`config.mk`:
```
export PLATFORM = sky130hd
export DESIGN_NAME = lcd_spi_arb
export DESIGN_NICKNAME = d
export VERILOG_FILES = /design/src/rtl/lcd_spi_arb_pkg.sv /design/src/rtl/lcd_spi_arb_rr_arb2.sv /design/src/rtl/lcd_spi_arb.sv
export SDC_FILE = /design/constraint.sdc
export NUM_CORES = 1
export LEC_CHECK = 0
export CAP_MARGIN = 20
export CORE_MARGIN = 8
export CORE_UTILIZATION = 30
export CTS_BUF_LIST = sky130_fd_sc_hd__clkbuf_4
export DETAILED_ROUTE_END_ITERATION = 8
export GPL_ROUTABILITY_DRIVEN = 0
export PLACE_DENSITY = 0.59
export SLEW_MARGIN = 20
export SYNTH_ARGS = -nofsm -noshare
export SYNTH_HDL_FRONTEND = slang
export SYNTH_SLANG_ARGS = --single-unit
```
`constraint.sdc`:
```
create_clock -name clk24 -period 2.2 [get_ports clk24]
set_input_delay 0.44 -clock clk24 [delete_from_list [all_inputs] [get_ports clk24]]
set_output_delay 0.44 -clock clk24 [all_outputs]
set_load 0.1 [all_outputs]
```
`src/rtl/lcd_spi_arb_pkg.sv`:
```
`default_nettype none
// ============================================================================
// Module      : lcd_spi_arb_pkg
// Description : Shared state encoding and default timing constants for the
//               LCD SPI burst arbiter.
// Revision    : 1.0 - initial release
// ============================================================================
package lcd_spi_arb_pkg;

  localparam int CS_SETUP_DEF = 2;
  localparam int CS_HOLD_DEF  = 2;
  localparam int TIMEOUT_DEF  = 255;

  typedef enum logic [2:0] {
    ST_IDLE      = 3'd0,
    ST_SETUP     = 3'd1,
    ST_WAIT_BYTE = 3'd2,
    ST_SHIFT     = 3'd3,
    ST_HOLD      = 3'd4
  } arb_state_e;

endpackage
`default_nettype wire

```
`src/rtl/lcd_spi_arb_rr_arb2.sv`:
```
`default_nettype none
// ============================================================================
// Module      : rr_arb2
// Description : Two-way combinational round-robin decision. A single request
//               always wins; on contention the requester that was not
//               granted last wins.
// Revision    : 1.0 - initial release
// ============================================================================
module rr_arb2 (
  input  logic [1:0] req,
  input  logic       last_gnt,   // index of the requester granted last
  output logic [1:0] gnt
);

  // One-hot pick with fairness only mattering when both request
  always_comb begin
    gnt = 2'b00;
    case (req)
      2'b01:   gnt = 2'b01;
      2'b10:   gnt = 2'b10;
      2'b11:   gnt = last_gnt ? 2'b01 : 2'b10;
      default: gnt = 2'b00;
    endcase
  end

endmodule
`default_nettype wire

```
`src/rtl/lcd_spi_arb.sv`:
```
`default_nettype none
// ============================================================================
// Module      : lcd_spi_arb
// Description : Arbitrates two byte-stream requesters (CPU, LCD refresh)
//               onto one shared SPI byte engine, framing each burst with
//               lcd_cs_n setup/hold and driving lcd_dc per byte.
//               Optional feature macro: LCD_ARB_TIMEOUT_EN enables the
//               WAIT_BYTE stall timeout; without it the timeout port is 0.
// Revision    : 1.0 - initial release
// ============================================================================
module lcd_spi_arb
  import lcd_spi_arb_pkg::*;
#(
  parameter int CS_SETUP = CS_SETUP_DEF,
  parameter int CS_HOLD  = CS_HOLD_DEF,
  parameter int TIMEOUT  = TIMEOUT_DEF
) (
  input  logic        clk24,
  input  logic        reset,
  input  logic [1:0]  req,
  output logic [1:0]  gnt,
  input  logic [1:0]  wvalid,
  output logic [1:0]  wready,
  input  logic [15:0] wdata,
  input  logic [1:0]  wdc,
  input  logic [1:0]  wlast,
  output logic [7:0]  rdata,
  output logic [1:0]  rvalid,
  output logic        timeout,
  output logic        spi_start,
  output logic [7:0]  spi_tx,
  input  logic        spi_done,
  input  logic [7:0]  spi_rx,
  output logic        lcd_cs_n,
  output logic        lcd_dc
);

  localparam logic [7:0] C_SETUP_LAST = 8'(CS_SETUP - 1);
  localparam logic [7:0] C_HOLD_LAST  = 8'(CS_HOLD - 1);
  localparam logic [7:0] C_TO_LAST    = 8'(TIMEOUT - 1);
`ifdef LCD_ARB_TIMEOUT_EN
  localparam logic C_TO_EN = 1'b1;
`else
  localparam logic C_TO_EN = 1'b0;
`endif

  arb_state_e state_q, state_d;
  logic [1:0] gnt_q, gnt_d;
  logic [1:0] wready_q, wready_d;
  logic [1:0] rvalid_q, rvalid_d;
  logic [7:0] rdata_q, rdata_d;
  logic [7:0] spi_tx_q, spi_tx_d;
  logic [7:0] cnt_q, cnt_d;
  logic [7:0] to_cnt_q, to_cnt_d;
  logic       spi_start_q, spi_start_d;
  logic       cs_n_q, cs_n_d;
  logic       dc_q, dc_d;
  logic       last_q, last_d;
  logic       timeout_q, timeout_d;
  logic       rr_last_q, rr_last_d;

  logic [1:0] w_rr_gnt;
  logic       w_sel;
  logic [7:0] w_byte;
  logic       w_hs;

  rr_arb2 u_rr_arb2 (
    .req      (req),
    .last_gnt (rr_last_q),
    .gnt      (w_rr_gnt)
  );

  // Only the granted lane can handshake because wready_q carries only its bit
  assign w_sel  = gnt_q[1];
  assign w_byte = w_sel ? wdata[15:8] : wdata[7:0];
  assign w_hs   = |(wvalid & wready_q);

  // Next-state and registered-output computation for the burst FSM
  always_comb begin
    state_d     = state_q;
    gnt_d       = gnt_q;
    wready_d    = wready_q;
    rvalid_d    = 2'b00;
    rdata_d     = rdata_q;
    spi_tx_d    = spi_tx_q;
    cnt_d       = cnt_q;
    to_cnt_d    = 8'd0;
    spi_start_d = 1'b0;
    cs_n_d      = cs_n_q;
    dc_d        = dc_q;
    last_d      = last_q;
    timeout_d   = 1'b0;
    rr_last_d   = rr_last_q;
    unique case (state_q)
      ST_IDLE: begin
        if (|req) begin
          gnt_d   = w_rr_gnt;
          cs_n_d  = 1'b0;
          cnt_d   = 8'd0;
          state_d = ST_SETUP;
        end
      end
      ST_SETUP: begin
        if (cnt_q == C_SETUP_LAST) begin
          cnt_d    = 8'd0;
          wready_d = gnt_q;
          state_d  = ST_WAIT_BYTE;
        end else begin
          cnt_d = cnt_q + 8'd1;
        end
      end
      ST_WAIT_BYTE: begin
        if (w_hs) begin
          spi_tx_d    = w_byte;
          dc_d        = wdc[w_sel];
          last_d      = wlast[w_sel];
          wready_d    = 2'b00;
          spi_start_d = 1'b1;
          state_d     = ST_SHIFT;
        end else if (C_TO_EN) begin
          if (to_cnt_q == C_TO_LAST) begin
            timeout_d = 1'b1;
            wready_d  = 2'b00;
            cnt_d     = 8'd0;
            state_d   = ST_HOLD;
          end else begin
            to_cnt_d = to_cnt_q + 8'd1;
          end
        end
      end
      ST_SHIFT: begin
        // spi_tx_q is left untouched so it stays stable until spi_done
        if (spi_done) begin
          rdata_d  = spi_rx;
          rvalid_d = gnt_q;
          if (last_q) begin
            cnt_d   = 8'd0;
            state_d = ST_HOLD;
          end else begin
            wready_d = gnt_q;
            state_d  = ST_WAIT_BYTE;
          end
        end
      end
      ST_HOLD: begin
        if (cnt_q == C_HOLD_LAST) begin
          cs_n_d    = 1'b1;
          gnt_d     = 2'b00;
          rr_last_d = gnt_q[1];
          cnt_d     = 8'd0;
          state_d   = ST_IDLE;
        end else begin
          cnt_d = cnt_q + 8'd1;
        end
      end
      default: state_d = ST_IDLE;
    endcase
  end

  // State and output registers; pointer resets so requester 0 wins first
  always_ff @(posedge clk24) begin
    if (reset) begin
      state_q     <= ST_IDLE;
      gnt_q       <= 2'b00;
      wready_q    <= 2'b00;
      rvalid_q    <= 2'b00;
      rdata_q     <= 8'd0;
      spi_tx_q    <= 8'd0;
      cnt_q       <= 8'd0;
      to_cnt_q    <= 8'd0;
      spi_start_q <= 1'b0;
      cs_n_q      <= 1'b1;
      dc_q        <= 1'b0;
      last_q      <= 1'b0;
      timeout_q   <= 1'b0;
      rr_last_q   <= 1'b1;
    end else begin
      state_q     <= state_d;
      gnt_q       <= gnt_d;
      wready_q    <= wready_d;
      rvalid_q    <= rvalid_d;
      rdata_q     <= rdata_d;
      spi_tx_q    <= spi_tx_d;
      cnt_q       <= cnt_d;
      to_cnt_q    <= to_cnt_d;
      spi_start_q <= spi_start_d;
      cs_n_q      <= cs_n_d;
      dc_q        <= dc_d;
      last_q      <= last_d;
      timeout_q   <= timeout_d;
      rr_last_q   <= rr_last_d;
    end
  end

  assign gnt       = gnt_q;
  assign wready    = wready_q;
  assign rvalid    = rvalid_q;
  assign rdata     = rdata_q;
  assign timeout   = timeout_q;
  assign spi_start = spi_start_q;
  assign spi_tx    = spi_tx_q;
  assign lcd_cs_n  = cs_n_q;
  assign lcd_dc    = dc_q;

endmodule
`default_nettype wire

```
==> flow_summary.json, run 1 <==
{
  "status": "finished clean",
  "initial_utilization_pct": 30.6,
  "rsz0062_at_grt": "false",
  "vias_per_cell": 4.77,
  "crit_fanout": 9,
  "die_h_um": 93.0,
  "grt_pass1_vias": 1593,
  "drv_cap": 0,
  "holdWs_ns": 0.461,
  "grt_max_degree": 26,
  "drt_iter0_drc": 115,
  "ys_seq_area_share_pct": 42.8,
  "yosysTopAreaCellShare_pct": 42.8,
  "drive_gt1_share_pct": 18.6,
  "worst_pin_slew_ns": 0.689,
  "fin_skew_ns": 0.00678,
  "synth_edf_count": 0,
  "ant_nets": 0,
  "hold_depth": 2,
  "regToRegEndpoint": "wready[0]",
  "r2r_start": "cnt_q[0]",
  "async_flop_share_pct": 0,
  "gr-total-overflow": 0,
  "netlist_top_cells_count": "dfxtp_1, nand2_1, a21oi_1, nor2_1, a211oi_1",
  "wire_per_inst_um": 13.2,
  "core_um2": 5820,
  "dpl.hpwl_um": 3460,
  "post_cts_buffers": 0,
  "nets": 301,
  "ioPinCount": 61,
  "synth_area_um2": 1780,
  "worstPathArrival_ns": 2.15,
  "critPathKind": "flip-flop to flip-flop",
  "holdCritPathClass": "flip-flop to flip-flop",
  "placement.io_buffers": 59,
  "clk_latency_ns": 0.34,
  "post-place-ws_ns": -0.0614,
  "grt_pass1_wl_um": 7450,
  "die_w_um": 93.0,
  "finalHoldViolations": 0,
  "clock_path_buffers": 2,
  "yosys.area.top_type": "dfxtp_1",
  "diodes": 0,
  "yosys-top-cells-area": "dfxtp_1, mux2i_1, a21oi_1, a211oi_1, nand2_1",
  "max_freq_mhz": 534,
  "area_growth_pct": 40.3,
  "max-vdd-ir-drop_mv": 0.438,
  "regToRegSetupSlack_ns": 0.33,
  "grtUsageTotal_pct": 10.6,
  "dr.pass1.iters": 4,
  "synth_cells": 201,
  "clock_sinks": 38,
  "slew_viol_final": 0,
  "leakage_nw": 0.908,
  "cts_tree": "done",
  "syn_avg_cell_area_um2": 8.85,
  "yosysWarningCount": 0,
  "min_from": "rdata[0]",
  "antenna_found_initial": 0,
  "cp-end-kind": "flip-flop",
  "post_cts_resized": 0,
  "die-area_um2": 8650,
  "setup_viol_count_final": 0,
  "reg2reg_depth": 5,
  "min_period_ns": 1.87,
  "maxSlewHeadroom_pct": 54.0,
  "synth_seq_cells": 38,
  "rows": 28,
  "fillers": 615,
  "critPathLaunchType": "flip-flop",
  "synth_most_common_cell": "dfxtp_1",
  "clockRootBuffer": "clkbuf_4",
  "cts_made_buffers": 5,
  "finalWorstSetupSlack_ns": 0.328,
  "wirelength_um": 4490,
  "syn_nets": 238,
  "htree_levels": 2,
  "num_vias": 1617,
  "yosysUniqueCellTypes": 42,
  "worstPathRequired_ns": 2.47,
  "period_share_pct": 85.1,
  "synth-main-ff-cell": "dfxtp_1",
  "worstHoldEndpoint": "rdata[0]",
  "drc_errors": 0,
  "power_density_nw_per_um2": 933,
  "hold_buffers": 0,
  "clk_pin_slew_ns": 0.11
}
worst max-delay path by stage:
| stage | endpoint | cells after the start | startpoint |
|---|---|---|---|
| floorplan | state_q[1] | 4 | wready[0] |
| global placement | spi_tx[5] | 5 | wvalid[0] |
| detailed placement | spi_tx[0] | 5 | wvalid[0] |
| CTS | spi_tx[0] | 4 | state_q[0] |
| global route | wready[0] | 5 | cnt_q[0] |
| finish | wready[0] | 5 | cnt_q[0] |
sequential cells by signal, indices dropped and copies added (netlist names), 2 cells and up:
| register | count |
|---|---|
| gnt | 2 |
| rvalid | 2 |
| wready | 2 |
| state_q | 3 |
| spi_tx | 8 |
| rdata | 8 |
| cnt_q | 8 |
through the flow:
stage / cells / area, um2 / setup TNS [ns] / util (%) / power, mW
2_1_floorplan: 201 / 1780 / 0 / - / 1.63
3_3_place_gp: 332 / 2420 / -0.424 / 41.6 / 1.90
3_5_place_dp: 332 / 2420 / -0.450 / 41.6 / 1.89
4_1_cts: 339 / 2490 / 0 / 42.9 / 2.35
5_1_grt: 339 / 2490 / 0 / 42.9 / 2.46
6_report: 339 / 2490 / 0 / 42.9 / 2.33
cell type report:
type / count / area, um2 / share of cell area [%]
clock buffers: 5 / 37.5 / 1.50
multi-input cells: 145 / 931 / 37.3
repair buffers: 70 / 623 / 25.0
clock inverters: 2 / 33.8 / 1.35
flip-flops and latches: 38 / 761 / 30.5
inverters: 4 / 15.0 / 0.602
well taps: 75 / 93.8 / 3.76
logic make-up (layout without fill, tap and decap cells):
kind of cell | Yosys count | in the layout | synth area share, %
AO/OA/AOI/OAI | 56 | 56 | 21.2
XOR/XNOR | 2 | 2 | 1.41
adder cells (fa/ha/maj) | 2 | 2 | 1.41
buffers and inverters | 18 | 81 | 5.00
flip-flops | 38 | 38 | 42.8
multiplexers | 11 | 11 | 6.19
other | 1 | 1 | 0.211
AND/OR/NAND/NOR | 73 | 73 | 21.8
power by group:
group	total, mW	switching, mW	internal [mW]
Sequential	0.828	0.0693	0.759
Combinational	1.05	0.654	0.392
Clock	0.454	0.224	0.230
layer usage:
metal	share of wire, %	vias up	track usage [%]	wire (um)
met4	1.4	0	4.03	61
met3	5.6	5	3.53	249
met2	50	38	17.0	2220
met1	44	729	12.7	1950
met5	0	-	0	0
li1	-	845	-	-
critical path, stage by stage, from the launching register on:
cell and delay [ns]:
dfxtp_1 0.44, ha_1 0.17, nor4b_4 0.34, a211oi_4 0.17
or4b_1 0.52, a21oi_1 0.16
layout by cell type, fill, tap and decap left out, types with 3 or more instances in the layout:
cell / instances
o21ai_0: 9
dfxtp_1: 38
a21oi_1: 19
buf_4: 35
or4_1: 3
nand3_1: 5
nand2b_1: 3
o31ai_1: 6
nor2_1: 18
inv_1: 4
a211oi_1: 12
mux2i_1: 11
clkdlybuf4s50_1: 34
clkbuf_4: 5
nor2b_1: 3
or3_1: 4
nand2_1: 20
No activity file was read; power rests on OpenSTA's default activity.
==> run 2: changes to the inputs <==
--- a/config.mk
+++ b/config.mk
@@ -7,11 +7,11 @@
 export LEC_CHECK = 0
 export CAP_MARGIN = 20
 export CORE_MARGIN = 8
-export CORE_UTILIZATION = 30
+export CORE_UTILIZATION = 47
 export CTS_BUF_LIST = sky130_fd_sc_hd__clkbuf_4
 export DETAILED_ROUTE_END_ITERATION = 8
 export GPL_ROUTABILITY_DRIVEN = 0
-export PLACE_DENSITY = 0.59
+export PLACE_DENSITY = 0.84
 export SLEW_MARGIN = 20
 export SYNTH_ARGS = -nofsm -noshare
 export SYNTH_HDL_FRONTEND = slang
==> flow_summary.json, run 2 (synthesis results as in run 1) <==
{
  "status": "finished clean",
  "cts_tree": "done",
  "core_um2": 3660,
  "finalHoldViolations": 0,
  "htree_levels": 2,
  "clock_path_buffers": 2,
  "holdCritPathClass": "flip-flop to flip-flop",
  "cp_slowest_cell": "dfxtp_1",
  "drive_gt1_share_pct": 17.9,
  "post_cts_buffers": 0,
  "dr.pass1.iters": 4,
  "dpl.hpwl_um": 3250,
  "max-vdd-ir-drop_mv": 0.702,
  "post_cts_resized": 0,
  "area_growth_pct": 36.5,
  "placement.io_buffers": 59,
  "power_density_nw_per_um2": 901,
  "die_h_um": 77.5,
  "initial_utilization_pct": 48.6,
  "fin_skew_ns": 0.0107,
  "clk_latency_ns": 0.35,
  "clock_sinks": 38,
  "grt_pass1_vias": 1581,
  "diodes": 0,
  "grt_pass1_wl_um": 7210,
  "drt_iter0_drc": 143,
  "vias_per_cell": 5.23,
  "ant_nets": 0,
  "path_cells": "xnor2_2 > o221a_4 > or4_1 > a21oi_1",
  "critPathLaunchType": "flip-flop",
  "leakage_nw": 0.889,
  "rsz0062_at_grt": "false",
  "grt_max_degree": 21,
  "ioPinCount": 61,
  "nets": 299,
  "hold_buffers": 0,
  "cp-end-kind": "flip-flop",
  "worstPathRequired_ns": 2.48,
  "die_w_um": 77.5,
  "drv_cap": 0,
  "clockRootBuffer": "clkbuf_4",
  "max_stage_delay_ns": 0.63,
  "clk_pin_slew_ns": 0.12,
  "cts_made_buffers": 5,
  "drc_errors": 0,
  "critPathKind": "flip-flop to flip-flop",
  "utilization_pct": 66.3,
  "rows": 22,
  "gr-total-overflow": 0,
  "setup_viol_count_final": 0,
  "crit_fanout": 16,
  "wirelength_um": 4230,
  "finalSetupTns_ns": 0,
  "period_share_pct": 85.5,
  "worstPathArrival_ns": 2.16,
  "min_period_ns": 1.88,
  "most-common-layout-cells": "dfxtp_1, clkdlybuf4s50_1, buf_4",
  "grtUsageTotal_pct": 14.2,
  "wire_per_inst_um": 13.6,
  "final_common_cell": "dfxtp_1",
  "die-area_um2": 6010,
  "num_vias": 1628,
  "antenna_found_initial": 0,
  "slew_viol_final": 0,
  "max_freq_mhz": 531
}
-- run 2: power breakdown --
group          internal, mW  switching [mW]  total [mW]  leakage, nW
clock network         0.119           0.233       0.351       0.0286
registers             0.759           0.107       0.866        0.308
logic                 0.361           0.608       0.969        0.552
-- run 2: critical path, delay by kind of cell, from the launching register on --
family | cells | cell delay [ns]
AO/OA/AOI/OAI | 2 | 0.51
flip-flops | 1 | 0.63
XOR/XNOR | 1 | 0.15
AND/OR/NAND/NOR | 1 | 0.52
-- run 2: per-stage QoR --
stage                     cells  instance area [um2]  power (mW)  setup WS [ns]  hold WS [ns]
after floorplan             201                 1780        1.63          0.118         0.459
after global placement      303                 2370        1.83          0.163         0.444
after detailed placement    303                 2370        1.85          0.110         0.447
after CTS                   311                 2430        2.20          0.323         0.464
after global routing        311                 2430        2.32          0.178         0.489
final                       311                 2430        2.19          0.318         0.459
-- run 2: worst paths after layout --
kind,startpoint,end,slack (ns),cells after the start
setup / recovery,state_q[2],cnt_q[7],0.32,4
hold / removal,rdata[2],rdata[2],0.46,2
setup reg to reg,state_q[2],cnt_q[7],0.32,4
hold reg to reg,rdata[2],rdata[2],0.46,2
-- run 2: layer usage --
metal	up-vias	part of all wire (%)	GRT usage [%]
met1	721	45	17.2
met4	0	1.0	4.15
met2	55	45	22.0
met3	7	8.4	6.80
li1	845	-	-
met5	-	0	0
-- run 2: area by class of cell --
| type | count | area (um2) |
|---|---|---|
| fillers | 318 | 1230 |
| multi-input cells | 145 | 928 |
| flip-flops and latches | 38 | 761 |
| repair buffers | 68 | 608 |
| well taps | 48 | 60.1 |
| clock buffers | 5 | 37.5 |
| clock inverters | 3 | 16.3 |
| inverters | 4 | 15.0 |
==> run 3: changes to the inputs <==
--- a/config.mk
+++ b/config.mk
@@ -6,12 +6,14 @@
 export NUM_CORES = 1
 export LEC_CHECK = 0
 export CAP_MARGIN = 20
-export CORE_MARGIN = 8
-export CORE_UTILIZATION = 47
+export CORE_MARGIN = 2
+export CORE_UTILIZATION = 48
 export CTS_BUF_LIST = sky130_fd_sc_hd__clkbuf_4
 export DETAILED_ROUTE_END_ITERATION = 8
+export DONT_BUFFER_PORTS = 1
 export GPL_ROUTABILITY_DRIVEN = 0
-export PLACE_DENSITY = 0.84
+export HOLD_SLACK_MARGIN = 0.06
+export PLACE_DENSITY = 0.65
 export SLEW_MARGIN = 20
 export SYNTH_ARGS = -nofsm -noshare
 export SYNTH_HDL_FRONTEND = slang
==> flow_summary.json, run 3 (synthesis results as in run 1) <==
{
  "status": "finished clean",
  "rsz0062_at_grt": "false",
  "slew_viol_final": 0,
  "clk_latency_ns": 0.34,
  "maxSlewHeadroom_pct": 61.7,
  "grtUsageTotal_pct": 19.0,
  "clock_path_buffers": 2,
  "grt_pass1_wl_um": 6200,
  "antenna_found_initial": 0,
  "post_cts_resized": 0,
  "layout.cells.non_filler": 270,
  "drv_cap": 0,
  "gr-total-overflow": 0,
  "placement.io_buffers": 0,
  "ioPinCount": 61,
  "core_um2": 3610,
  "critPathLaunchType": "flip-flop",
  "clk_pin_slew_ns": 0.12,
  "initial_utilization_pct": 49.3,
  "rows": 22,
  "max-vdd-ir-drop_mv": 0.452,
  "nets": 258,
  "period_share_pct": 84.1,
  "num_vias": 1479,
  "post_cts_buffers": 0,
  "crit_fanout": 9,
  "finalHoldViolations": 0,
  "fillers": 361,
  "ant_nets": 0,
  "dr.pass1.iters": 4,
  "fin_skew_ns": 0.0143,
  "worstPathRequired_ns": 2.46,
  "vias_per_cell": 5.48,
  "power_density_nw_per_um2": 1030,
  "cts_made_buffers": 5,
  "finalSetupTns_ns": 0,
  "area_growth_pct": 13.7,
  "diodes": 0,
  "min_period_ns": 1.85,
  "htree_levels": 2,
  "worstPathArrival_ns": 2.11,
  "grt_max_degree": 28,
  "wirelength_um": 3630,
  "final_common_cell": "dfxtp_1",
  "die-area_um2": 4210,
  "grt_pass1_vias": 1409,
  "holdCritPathClass": "input port to flip-flop",
  "critPathKind": "flip-flop to flip-flop",
  "setup_viol_count_final": 0,
  "drive_gt1_share_pct": 18.5,
  "worst_pin_slew_ns": 0.570,
  "wire_per_inst_um": 13.5,
  "max_freq_mhz": 540,
  "clock_sinks": 38,
  "drc_errors": 0,
  "clockRootBuffer": "clkbuf_4",
  "most-common-layout-cells": "dfxtp_1, buf_4, nand2_1",
  "die_w_um": 64.9,
  "cp-end-kind": "flip-flop",
  "leakage_nw": 0.724,
  "hold_buffers": 0,
  "drt_iter0_drc": 49,
  "die_h_um": 64.9,
  "cts_tree": "done",
  "dpl.hpwl_um": 2720,
  "dpl.cell_count": 262
}
run 3: cell types whose count changed in the layout (fill, tap and decap cells not counted), sizes merged:
cell / delta
clkdlybuf4s50: -34
buf: -7
clkbuf: +1
clkinvlp: -1
run 3: per-layer routing:
layer / track usage (%) / share of wire [%]
met4: 6.65 / 1.4
met3: 6.60 / 7.7
met1: 22.5 / 44
met5: 0 / 0
met2: 32.0 / 47
run 3: worst paths after layout:
| check | startpoint | slack, ns | endpoint | cells past startpoint |
|---|---|---|---|---|
| worst max-delay path | cnt_q[0] | 0.35 | wready[0] | 5 |
| worst min-delay path | reset | 0.15 | rdata[3] | 1 |
| worst max register to register | cnt_q[0] | 0.35 | wready[0] | 5 |
| worst min register to register | rdata[7] | 0.46 | rdata[7] | 2 |
run 3: final cells by class:
type	instances	area [um2]	share of cell area, %
Timing Repair Buffer	27	203	10.0
Inverter	4	15.0	0.743
Sequential cell	38	762	37.7
Clock buffer	6	45.0	2.23
Clock inverter	2	8.76	0.433
Multi-Input combinational cell	145	928	45.9
Tap cell	48	60.1	2.97
run 3: through the flow:
stage	utilization, %	setup slack, ns	cell area, um2	power, mW	hold WS, ns
detailed placement	54.6	0.356	1970	1.74	0.447
floorplan	-	0.118	1780	1.63	0.459
global route	56.1	0.145	2020	2.22	0.118
CTS	56.1	0.338	2020	2.09	0.134
finish	56.1	0.349	2020	2.08	0.148
global placement	54.6	0.470	1970	1.70	0.437
run 3: report_power, final:
group          total (mW)  internal (mW)  switching (mW)
sequential          0.858          0.759          0.0991
clock               0.350          0.132           0.218
combinational       0.867          0.279           0.588
run 3: worst max-delay path, cell delays in order (launching register included):
cell and delay (ns):
dfxtp_1 0.43, ha_1 0.17, nor4b_4 0.31, a211oi_4 0.16, or4b_1 0.52, a21oi_1 0.17
